==> config.mk <==
export PLATFORM = sky130hd
export DESIGN_NAME = reg_ctrl_seq
export DESIGN_NICKNAME = d
export VERILOG_FILES = /design/src/rtl/reg_ctrl_defs.sv /design/src/rtl/reg_ctrl_seq.sv
export SDC_FILE = /design/constraint.sdc
export NUM_CORES = 1
export LEC_CHECK = 0
export BUFFER_PORTS_ARGS = -buffer_cell sky130_fd_sc_hd__buf_2
export CORE_AREA = 2 2 44 46
export DETAILED_ROUTE_END_ITERATION = 10
export DIE_AREA = 0 0 46 48
export GPL_ROUTABILITY_DRIVEN = 0
export PLACE_DENSITY = 0.73
export SLEW_MARGIN = 10
export SYNTH_ARGS = -nofsm -noshare
export SYNTH_HDL_FRONTEND = slang
export SYNTH_SLANG_ARGS = --single-unit
==> constraint.sdc <==
create_clock -name clk -period 2.06 [get_ports clk]
set_clock_uncertainty 0.2 [all_clocks]
set_input_delay 0.309 -clock clk [delete_from_list [all_inputs] [get_ports clk]]
set_output_delay 0.309 -clock clk [all_outputs]
set_load 0.05 [all_outputs]
==> src/rtl/reg_ctrl_defs.sv <==
// Shared opcode and FSM state definitions for the register control sequencer
// and anything that drives or observes it.
package reg_ctrl_defs;

    typedef enum logic [2:0] {
        OP_NOP  = 3'd0,
        OP_CLR  = 3'd1,
        OP_LOAD = 3'd2,
        OP_ADD  = 3'd3,
        OP_SUB  = 3'd4,
        OP_SHR  = 3'd5,
        OP_SHL  = 3'd6,
        OP_ROR  = 3'd7
    } op_e;

    typedef enum logic [1:0] {
        ST_IDLE = 2'd0,
        ST_EXEC = 2'd1,
        ST_DONE = 2'd2
    } state_e;

    // CLR and LOAD always take exactly one EXEC cycle; arg is data, not a count.
    function automatic logic op_is_single(input op_e op);
        return (op == OP_CLR) || (op == OP_LOAD);
    endfunction

    function automatic logic op_needs_exec(input op_e op, input logic [3:0] arg);
        logic needs;
        case (op)
            OP_NOP:          needs = 1'b0;
            OP_CLR, OP_LOAD: needs = 1'b1;
            default:         needs = (arg != 4'd0);
        endcase
        return needs;
    endfunction

endpackage

==> src/rtl/reg_ctrl_seq.sv <==
// Command sequencer that turns clear/load/add/sub/shift/rotate commands into
// per-cycle control pulses for a 4-bit register instanced beside it.
module reg_ctrl_seq
    import reg_ctrl_defs::*;
(
    input  logic       clk,
    input  logic       rst_n,
    input  logic       cmd_valid,
    output logic       cmd_ready,
    input  logic [2:0] cmd_op,
    input  logic [3:0] cmd_arg,
    input  logic       abort,
    input  logic [3:0] reg_val,
    output logic       cl,
    output logic       ld,
    output logic       inc,
    output logic       dec,
    output logic       sr,
    output logic       sl,
    output logic       ir,
    output logic       il,
    output logic [3:0] ld_data,
    output logic       busy,
    output logic       done
);

    state_e     state_q;
    op_e        op_q;
    logic [3:0] arg_q;
    logic [3:0] cnt_q;
    op_e        cmd_op_e;
    logic       last_beat;
    logic       pulse_en;
    logic       unused_reg_bits;

    assign cmd_op_e  = op_e'(cmd_op);
    assign last_beat = op_is_single(op_q) || (cnt_q == 4'd1);

    always_ff @(posedge clk or negedge rst_n) begin
        if (!rst_n) begin
            state_q <= ST_IDLE;
            op_q    <= OP_NOP;
            arg_q   <= 4'd0;
            cnt_q   <= 4'd0;
        end else begin
            case (state_q)
                ST_IDLE: begin
                    if (cmd_valid) begin
                        op_q    <= cmd_op_e;
                        arg_q   <= cmd_arg;
                        cnt_q   <= cmd_arg;
                        state_q <= op_needs_exec(cmd_op_e, cmd_arg) ? ST_EXEC : ST_DONE;
                    end
                end
                ST_EXEC: begin
                    cnt_q <= cnt_q - 4'd1;
                    if (abort || last_beat) begin
                        state_q <= ST_DONE;
                    end
                end
                ST_DONE: begin
                    state_q <= ST_IDLE;
                end
                default: begin
                    state_q <= ST_IDLE;
                end
            endcase
        end
    end

    // abort kills the current beat's pulse in the same cycle it is seen.
    assign pulse_en = (state_q == ST_EXEC) && !abort;

    assign cl  = pulse_en && (op_q == OP_CLR);
    assign ld  = pulse_en && (op_q == OP_LOAD);
    assign inc = pulse_en && (op_q == OP_ADD);
    assign dec = pulse_en && (op_q == OP_SUB);
    assign sr  = pulse_en && ((op_q == OP_SHR) || (op_q == OP_ROR));
    assign sl  = pulse_en && (op_q == OP_SHL);

    // Rotate right feeds the current LSB back in; plain shifts fill with zero.
    assign ir = pulse_en && (op_q == OP_ROR) && reg_val[0];
    assign il = 1'b0;

    assign ld_data   = ld ? arg_q : 4'd0;
    assign busy      = (state_q != ST_IDLE);
    assign done      = (state_q == ST_DONE);
    assign cmd_ready = (state_q == ST_IDLE);

    assign unused_reg_bits = ^reg_val[3:1];

endmodule
==> results of run 1 <==
worst min-delay path by stage:
stage | slack, ns | cells after the start | start | end
after CTS | 0.08 | 2 | cmd_op[1] | op_q[1]
after detailed placement | 0.008 | 1 | rst_n | cnt_q[1]
after global placement | 0.009 | 1 | rst_n | cnt_q[1]
after global routing | 0.09 | 2 | cmd_op[2] | op_q[2]
after floorplan | -0.19 | 0 | rst_n | arg_q[0]
final | 0.09 | 2 | cmd_op[1] | op_q[1]
state kept, by name, summed over array words and instances, names as in the netlist:
| name | cells |
|---|---|
| cnt_q | 4 |
| state_q | 2 |
| arg_q | 4 |
| op_q | 3 |
cells in the mapped netlist (all sizes together):
master / n
nor3b: 5
inv: 4
or4b: 1
mux2: 7
a21oi: 7
o211a: 1
nor3: 2
or3: 1
ha: 2
o221ai: 1
or4: 1
o22a: 2
o31ai: 1
buf: 2
and3: 1
nand2: 3
a31o: 1
nor2: 6
nand3: 2
xnor2: 1
o21ba: 1
conb: 1
clkbuf: 2
dfrtp: 13
and2: 5
o21ai: 3
nand2b: 4
critical path, cell delays in order, from the launching register on:
cell     delay [ns]
dfrtp_1        0.38
or4b_4         0.55
nor2_4         0.14
and2_2         0.17
buf_6          0.15
per-layer routing:
metal / global-route usage [%] / wire (microns) / vias to the layer above
met3: 3.40 / 71 / 4
met4: 12.0 / 42 / 0
met2: 29.7 / 821 / 19
met1: 21.4 / 727 / 330
li1: - / - / 339
met5: 0 / 0 / -
through the flow:
stage	utilization, %	cells
global route	63.2	127
global placement	56.1	121
finish	63.2	127
detailed placement	56.1	121
floorplan	-	80
CTS	61.6	126
kinds of logic (layout without fill, tap and decap cells):
family | after synthesis | after routing | synth area share, %
simple gates | 31 | 31 | 24.3
compound gates | 17 | 17 | 14.5
flops | 13 | 13 | 41.8
buf+inv | 8 | 38 | 4.50
mux | 7 | 7 | 10.1
fa+ha+maj | 2 | 2 | 3.21
other cells | 1 | 1 | 0.482
xor+xnor | 1 | 1 | 1.13
power breakdown:
| group | switching, mW | total (mW) | internal, mW |
|---|---|---|---|
| registers | 0.126 | 0.508 | 0.382 |
| clock network | 0.0813 | 0.157 | 0.0752 |
| logic | 0.455 | 0.793 | 0.338 |
| total | 0.662 | 1.46 | 0.795 |
final cells by class:
type,count,area (sq um)
fillers,151,622
multi-input cells,59,452
flip-flops and latches,13,325
repair buffers,30,228
clock buffers,4,26.3
well taps,17,21.3
inverters,4,15.0
timing repair:
item                                    4_1_cts  5_1_grt
resized for setup                            18        5
endpoints found under the setup margin       11       11
pin swaps                                     0        1
hold buffers                                  1        0
buffers inserted                              0        1
hold endpoints to repair                     13        0
placed cells by master, fill, tap and decap left out, drive strengths merged, types with 3 or more instances in the layout:
cell / instances
dfrtp: 13
clkbuf: 5
buf: 28
nand2: 3
nor3b: 5
o21ai: 3
mux2: 7
and2: 5
a21oi: 7
nor2: 6
inv: 4
nand2b: 4
==> summary.md, run 1 <==
| Metric | Value |
|---|---|
| Capture point of the worst path | ld_data[2] |
| Die area | 2210 sq um |
| Synth area leaders | dfrtp_1 42%, mux2_2 10%, nor3b_1 4.8%, a21oi_1 4.5%, and2_1 4.0% |
| Critical path launch point type | flip-flop |
| Final Slew Violations | 0 |
| Arr. time, crit path | 1.67 ns |
| DR WL/cell | 13.1 microns |
| Tcrit/Tclk final | 106% |
| Final setup viols | 6 |
| Drt first pass iters | 4 |
| Max Fanout on Critical Path | 5 |
| Root Driver | clkbuf_4 |
| R2r startpoint | state_q[1] |
| Total track usage | 18.0% |
| Max VDD drop | 0.785 mV |
| R2r setup slk | 0.35 ns |
| IO Port Bufs | 25 |
| R2R depth | 4 |
| Via count | 692 |
| Clock Sinks | 13 |
| Synthesized instance count | 80 |
| I/O pin cnt | 30 |
| CTS tree | yes |
| Area grow syn2layout | 37.1% |
| CORE AREA | 1690 sq um |
| Initial antenna violation count | 0 |
| CTS max path bufs | 2 |
| Kind of critical path | reg -> out |
| Die H | 48 microns |
| Initial core utilization | 46.1% |
| Tmin final | 2.18 ns |
| Syn avg cell area | 9.73 sq um |
| RSZ-0062 raised after global routing | yes |
| Fin area | 1070 sq um |
| Via-per-instance ratio | 5.45 |
| Wirelength, routed | 1660 microns |
| Pwr dens | 1370 nW/um^2 |
| Reg2reg end | op_q[0] |
| Reg clk slew, reported paths | 0.08 ns |
| Syn Nets | 97 |
| Mapped Area | 778 sq um |
| Fin Setup TNS | -0.544 ns |
| Nets@finish | 128 |
| Post-synth top area cell | dfrtp_1 |
| Die X | 46 microns |
| Share of layout cells above drive strength 1 | 47.3% |
| Post-Place Setup Slack | 0.0167 ns |
| DRC violations left | 0 |
| Max Cap Violations | 0 |
| First-pass GRT wire length | 2680 microns |
| Sequential area share after synthesis | 41.8% |
| Synth Register Bits | 13 |
| Top-area cell type share of the netlist area | 41.8% |
| Hpwl dp | 1280 microns |
| Netlist cell types | 29 |
| TritonCTS Buffers | 3 |
| Gr ovfl total | 0 |
| Pwr Total | 1.46 mW |
| F_max | 0.459 GHz |
| Largest net degree at the start of global routing | 16 |
| Number of global-route vias before repair | 632 |
| Final hold violations | 0 |
| Worst-Skew Late Latency | 0.28 ns |
| Crit. End Element | output pin |
| CP startpoint | op_q[2] |
| Rows | 15 |
| H-tree levels | 1 |
| Area after DPL | 947 sq um |
| Number of routed nets with antenna violations | 0 |
| WHS | 0.0861 ns |
| Worst Path Required | 1.55 ns |
| Worst setup margin | -0.119 ns |
| Static leakage | 0.492 nW |
| First DRT Iteration DRCs | 3 |
| Ant diodes | 0 |
| Status | complete, but fails checks |
| YS warnings | 0 |
| Failing checks | negative setup slack |
| Hold WC Path Type | in -> reg |
No activity file was read; power rests on OpenSTA's default activity.
==> run 2, diff against run 1 <==
Settings changed: PLACE_DENSITY 0.73 to 0.76.
==> run 2 against run 1 <==
- the run still ends with negative setup slack left
- sequential share of layout area about the same
- register-to-register slack got worse by 0.02 ns
- via count increased by 1.9%
- routed wire length increased by 9.8%
- clock power increased by 8%
- first-iteration DRC count increased to 2.7 times the previous value
- largest power group unchanged
==> summary.md, run 2 (synthesized netlist as in run 1, its figures left out) <==
| Metric | Value |
|---|---|
| Critical path launch point type | flip-flop (unchanged) |
| Tmin final | 2.22 ns (was 2.18 ns) |
| Worst setup margin | -0.159 ns (was -0.119 ns) |
| Hpwl dp | 1290 microns (was 1280 microns) |
| F_max | 0.451 GHz (was 0.459 GHz) |
| CP peak stage delay | 0.55 ns (about the same) |
| Wirelength, routed | 1830 microns (was 1660 microns) |
| Share of layout cells above drive strength 1 | 47.7% (was 47.3%) |
| Final setup viols | 7 (was 6) |
| Worst-Skew Late Latency | 0.29 ns (was 0.28 ns) |
| I/O pin cnt | 30 (unchanged) |
| Via count | 705 (was 692) |
| Cell family with most CP delay | simple AND/OR/NAND/NOR gates (unchanged) |
| H-tree levels | 1 (unchanged) |
| Via-per-instance ratio | 5.51 (was 5.45) |
| IO Port Bufs | 25 (unchanged) |
| Final Slew Violations | 0 (unchanged) |
| Pwr dens | 1380 nW/um^2 (was 1370 nW/um^2) |
| DRC violations left | 0 (unchanged) |
| Clock power frac | 11.5% (was 10.7%) |
| Status | complete, but fails checks (unchanged) |
| CORE AREA | 1690 sq um (unchanged) |
| Sequential share of power | 34.6% (was 34.8%) |
| TritonCTS Buffers | 3 (unchanged) |
| Rows | 15 (unchanged) |
| Pint | 0.799 mW (was 0.795 mW) |
| Max Fanout on Critical Path | 5 (unchanged) |
| RSZ-0062 raised after global routing | yes (unchanged) |
| Clock Sinks | 13 (unchanged) |
| Initial antenna violation count | 0 (unchanged) |
| Max Cap Violations | 0 (unchanged) |
| Total track usage | 19.8% (was 18.0%) |
| Hold WC Path Type | in -> reg (unchanged) |
| Die H | 48 microns (unchanged) |
| Largest registers | arg_q: 4 flops, cnt_q: 4 flops, op_q: 3 flops (unchanged) |
| Number of routed nets with antenna violations | 0 (unchanged) |
| Post-Place Setup Slack | 0.0137 ns (was 0.0167 ns) |
| Die X | 46 microns (unchanged) |
| Final hold violations | 0 (unchanged) |
| Arr. time, crit path | 1.71 ns (was 1.67 ns) |
| Number of global-route vias before repair | 662 (was 632) |
| Crit. End Element | output pin (unchanged) |
| CTS tree | yes (unchanged) |
| Commonest non-fill, non-tap cell in the layout | buf_2 (unchanged) |
| Initial core utilization | 46.1% (unchanged) |
| WHS | 0.0752 ns (was 0.0861 ns) |
| Ant diodes | 0 (unchanged) |
| Area grow syn2layout | 37.3% (was 37.1%) |
| Drt first pass iters | 4 (unchanged) |
| Sw frac | 45.8% (was 45.4%) |
| Commonest cells after routing, fill and taps aside | 16 x buf_2, 13 x dfrtp_1, 7 x mux2_2, 7 x a21oi_1, 7 x buf_4 (was 15 x buf_2, 13 x dfrtp_1, 7 x mux2_2, 7 x a21oi_1, 6 x buf_6) |
| Dpl cells | 121 (unchanged) |
| First-pass GRT wire length | 2880 microns (was 2680 microns) |
| Failing checks | negative setup slack (unchanged) |
| Crit-path slowest cell | or4b_4 (unchanged) |
| Die area | 2210 sq um (unchanged) |
| Final Non-Filler Cells | 128 (was 127) |
| CTS max path bufs | 2 (unchanged) |
| Buffers & Inverters on Critical Path | 1 (unchanged) |
| Gr ovfl total | 0 (unchanged) |
| Reg clk slew, reported paths | 0.09 ns (was 0.08 ns) |
| Combinational power share | 53.8% (was 54.4%) |
| DR WL/cell | 14.3 microns (was 13.1 microns) |
| Nets@finish | 129 (was 128) |
| Tcrit/Tclk final | 108% (was 106%) |
| Root Driver | clkbuf_4 (unchanged) |
| First DRT Iteration DRCs | 8 (was 3) |
| Switching power | 0.676 mW (was 0.662 mW) |
| Max VDD drop | 1.12 mV (was 0.785 mV) |
| Critical Path, Cell by Cell | or4b_4 -> nor2_4 -> and2_2 -> buf_6 (unchanged) |
| Kind of critical path | reg -> out (unchanged) |
| Static leakage | 0.497 nW (was 0.492 nW) |
| Largest net degree at the start of global routing | 15 (was 16) |
| Worst Path Required | 1.55 ns (about the same) |
-- run 2: cell count changes in the layout (fill, tap and decap cells not counted), sizes merged --
cell	change
buf	+2
clkbuf	-1
-- run 2: stage by stage --
stage / TNS [ns] / total power [mW] / utilization [%] / area [sq um]
2_1_floorplan: -0.337 / 1.07 / - / 798
3_3_place_gp: 0 / 1.23 / 56.1 / 947
3_5_place_dp: 0 / 1.25 / 56.1 / 947
4_1_cts: -0.762 / 1.45 / 62.1 / 1050
5_1_grt: -1.06 / 1.58 / 63.3 / 1070
6_report: -0.760 / 1.47 / 63.3 / 1070
-- run 2: final cells by class --
class / count / area (sq um)
inverter: 4 / 15.0
fill: 151 / 621
clock buffer: 4 / 26.3
tap: 17 / 21.3
timing repair buffer: 31 / 229
sequential: 13 / 325
multi-input combinational: 59 / 452
-- run 2: final timing paths --
kind | start | end | slack [ns] | cells after the start
worst max-delay path | op_q[2] | ld_data[1] | -0.16 | 4
worst min-delay path | cmd_op[2] | op_q[2] | 0.08 | 2
worst max register to register | state_q[0] | op_q[0] | 0.33 | 4
worst min register to register | arg_q[0] | arg_q[0] | 0.32 | 1
max in group asynchronous | rst_n | arg_q[1] | 1.21 | 2
min in group asynchronous | rst_n | cnt_q[1] | 0.22 | 2
-- run 2: power by group through the flow --
stage          Sequential, mW  Combinational [mW]  Clock [mW]
3_5_place_dp            0.514               0.741           0
2_1_floorplan           0.485               0.583           0
6_report                0.510               0.794       0.170
5_1_grt                 0.531               0.867       0.178
3_3_place_gp            0.501               0.724           0
4_1_cts                 0.511               0.777       0.166
-- run 2: worst reg2reg max path, cell delays in order, from the launching register on --
cell     delay [ns]
dfrtp_1        0.41
buf_4          0.19
nor2_2         0.14
and2_1         0.31
mux2_2         0.38
-- run 2: timing repair --
item                       in CTS  in global routing
buffers inserted                1                  1
hold endpoints to repair       13                  0
pin swaps                       1                  1
resized for setup              18                  3
hold buffers                    1                  0
setup endpoints to repair      11                 11
-- run 2: layer usage --
metal	GRT usage [%]	up-vias	part of all wire, %
li1	-	342	-
met1	23.3	331	43
met2	32.2	25	48
met3	5.28	7	5.9
met4	12.0	0	3.1
met5	0	-	0
==> run 3, diff against run 2 <==
Settings changed: BUFFER_PORTS_ARGS -buffer_cell sky130_fd_sc_hd__buf_2 to unset, CORE_AREA 2 2 44 46 to 2 2 41 43, DIE_AREA 0 0 46 48 to 0 0 43 45, DONT_BUFFER_PORTS set to 1, PLACE_DENSITY 0.76 to 0.69.
==> run 3 against run 2 <==
- the flow still finishes with violations (negative setup slack)
- via count fell by 2.4%
- sequential power barely moved
- highest routed layer unchanged
- die area fell by 12%
- global-route usage rose by 1.4 points
- register-to-register slack improved by 0.04 ns
- cell count fell by 7.0%
==> summary.md, run 3 (synthesized netlist as in run 1, its figures left out) <==
| Metric | Value |
|---|---|
| Status | complete, but fails checks (unchanged) |
| Failing checks | negative setup slack (unchanged) |
| Pwr dens | 1400 nW/um^2 (was 1380 nW/um^2) |
| Reg clk slew, reported paths | 0.08 ns (was 0.09 ns) |
| Area grow syn2layout | 36.7% (was 37.3%) |
| Initial antenna violation count | 0 (unchanged) |
| Hold WC Path Type | in -> reg (unchanged) |
| Worst Path Required | 1.55 ns (about the same) |
| Max Cap Violations | 0 (unchanged) |
| Die X | 43 microns (was 46 microns) |
| Reg2reg end | op_q[1] (was op_q[0]) |
| First-pass GRT wire length | 3040 microns (was 2880 microns) |
| Hold endpoint | state_q[0] (was op_q[2]) |
| Worst-Skew Late Latency | 0.26 ns (was 0.29 ns) |
| Drt first pass iters | 4 (unchanged) |
| RSZ-0062 raised after global routing | yes (unchanged) |
| Via-per-instance ratio | 5.78 (was 5.51) |
| Commonest non-fill, non-tap cell in the layout | dfrtp_1 (was buf_2) |
| DRC violations left | 0 (unchanged) |
| I/O pin cnt | 30 (unchanged) |
| Root Driver | clkbuf_4 (unchanged) |
| Via count | 688 (was 705) |
| Critical Path, Cell by Cell | or4b_4 -> nor2_4 -> and2_4 (was or4b_4 -> nor2_4 -> and2_2 -> buf_6) |
| Final setup viols | 7 (unchanged) |
| Die H | 45 microns (was 48 microns) |
| Clock Sinks | 13 (unchanged) |
| DR WL/cell | 15.2 microns (was 14.3 microns) |
| Crit-path slowest cell | or4b_4 (unchanged) |
| Crit. End Element | output pin (unchanged) |
| F_max | 0.460 GHz (was 0.451 GHz) |
| Final core utilization | 72.3% (was 63.3%) |
| Cell family with most CP delay | simple AND/OR/NAND/NOR gates (unchanged) |
| IO Port Bufs | 0 (was 25) |
| Largest net degree at the start of global routing | 16 (was 15) |
| CTS max path bufs | 2 (unchanged) |
| Nets@finish | 121 (was 129) |
| Critical path launch point type | flip-flop (unchanged) |
| Max Fanout on Critical Path | 5 (unchanged) |
| R2r setup slk | 0.37 ns (was 0.33 ns) |
| Ant diodes | 0 (unchanged) |
| Static leakage | 0.460 nW (was 0.497 nW) |
| R2r startpoint | state_q[1] (was state_q[0]) |
| R2R depth | 4 (unchanged) |
| Gr ovfl total | 0 (unchanged) |
| TritonCTS Buffers | 3 (unchanged) |
| Initial core utilization | 52.9% (was 46.1%) |
| Tmin final | 2.17 ns (was 2.22 ns) |
| Buffers & Inverters on Critical Path | 0 (was 1) |
| Rel. slew slack | 61.3% |
| Share of layout cells above drive strength 1 | 37.9% (was 47.7%) |
| Final hold violations | 0 (unchanged) |
| Tcrit/Tclk final | 105% (was 108%) |
| Worst Max-Slew Pin Slew | 0.578 ns |
| First DRT Iteration DRCs | 12 (was 8) |
| Worst setup margin | -0.112 ns (was -0.159 ns) |
| Kind of critical path | reg -> out (unchanged) |
| CTS tree | yes (unchanged) |
| Commonest cells after routing, fill and taps aside | 13 x dfrtp_1, 10 x buf_4, 8 x dlygate4sd3_1, 7 x mux2_2, 7 x a21oi_1 (was 16 x buf_2, 13 x dfrtp_1, 7 x mux2_2, 7 x a21oi_1, 7 x buf_4) |
| Area after DPL | 908 sq um (was 947 sq um) |
| Total track usage | 21.2% (was 19.8%) |
| Number of global-route vias before repair | 701 (was 662) |
| Largest registers | arg_q: 4 flops, cnt_q: 4 flops, op_q: 3 flops (unchanged) |
| CP peak stage delay | 0.56 ns (was 0.55 ns) |
| Final Slew Violations | 0 (unchanged) |
| Wirelength, routed | 1810 microns (was 1830 microns) |
| Number of routed nets with antenna violations | 0 (unchanged) |
| Fin area | 1060 sq um (was 1070 sq um) |
| Rows | 14 (was 15) |
| Max VDD drop | 1.03 mV (was 1.12 mV) |
| H-tree levels | 1 (unchanged) |
| Hold Path Depth | 2 (unchanged) |
| Min-delay src | cmd_valid (was cmd_op[2]) |
| Die area | 1940 sq um (was 2210 sq um) |
| Arr. time, crit path | 1.66 ns (was 1.71 ns) |
| CORE AREA | 1470 sq um (was 1690 sq um) |
| Hpwl dp | 1250 microns (was 1290 microns) |
[run 3: cell count changes in the layout (fill, tap and decap cells not counted), moves of 2 or more]
cell	before	now
buf_2	16	0
dlygate4sd3_1	1	8
buf_4	7	10
and2_2	2	0
and2_4	2	4
buf_8	2	0
[run 3: metrics by stage]
step | TNS, ns | total power [mW] | cells | hold WS, ns | setup WS, ns
2_1_floorplan | -0.337 | 1.07 | 80 | -0.187 | -0.0807
5_1_grt | -1.09 | 1.60 | 119 | 0.0699 | -0.158
3_3_place_gp | 0 | 1.24 | 105 | -0.186 | 0.157
3_5_place_dp | 0 | 1.26 | 105 | -0.186 | 0.128
6_report | -0.673 | 1.49 | 119 | 0.0405 | -0.112
4_1_cts | -0.559 | 1.44 | 117 | 0.0383 | -0.107
[run 3: metal layers]
| layer | routed length, microns | track usage, % |
|---|---|---|
| met5 | 0 | 0 |
| met4 | 34 | 10.3 |
| met3 | 168 | 4.40 |
| met2 | 928 | 36.7 |
| met1 | 678 | 25.4 |
[run 3: worst max-delay path by stage]
stage                from    endpoint  depth (start not counted)
6_report          op_q[2]  ld_data[1]                          3
5_1_grt           op_q[2]  ld_data[2]                          3
4_1_cts           op_q[2]  ld_data[3]                          3
3_5_place_dp      op_q[2]  ld_data[1]                          3
3_3_place_gp      op_q[2]  ld_data[1]                          3
2_1_floorplan  state_q[1]  ld_data[1]                          3
[run 3: area by class of cell]
type                       count  area [sq um]
fill                         128           408
tap                           16          20.0
multi-input combinational     59           457
timing repair buffer          23           220
inverter                       4          15.0
sequential                    13           325
clock buffer                   4          26.3
[run 3: timing repair]
| action | 4_1_cts | 5_1_grt |
|---|---|---|
| gates resized for setup | 4 | 6 |
| endpoints found under the hold margin | 20 | 0 |
| setup buffers | 0 | 2 |
| setup endpoints to repair | 9 | 10 |
| hold buffers | 8 | 0 |
| pin swaps | 2 | 1 |
| gates cloned | 0 | 0 |
[run 3: power breakdown]
| group | switching [mW] | internal [mW] | leakage (nW) | total, mW |
|---|---|---|---|---|
| registers | 0.128 | 0.382 | 0.151 | 0.510 |
| clock network | 0.0759 | 0.0748 | 0.0150 | 0.151 |
| logic | 0.458 | 0.371 | 0.294 | 0.829 |
[run 3: worst register-to-register path, stage by stage, from the launching register on]
cell     delay, ns
dfrtp_1       0.39
buf_4         0.17
nor2_2        0.13
and2_1        0.31
mux2_2        0.38
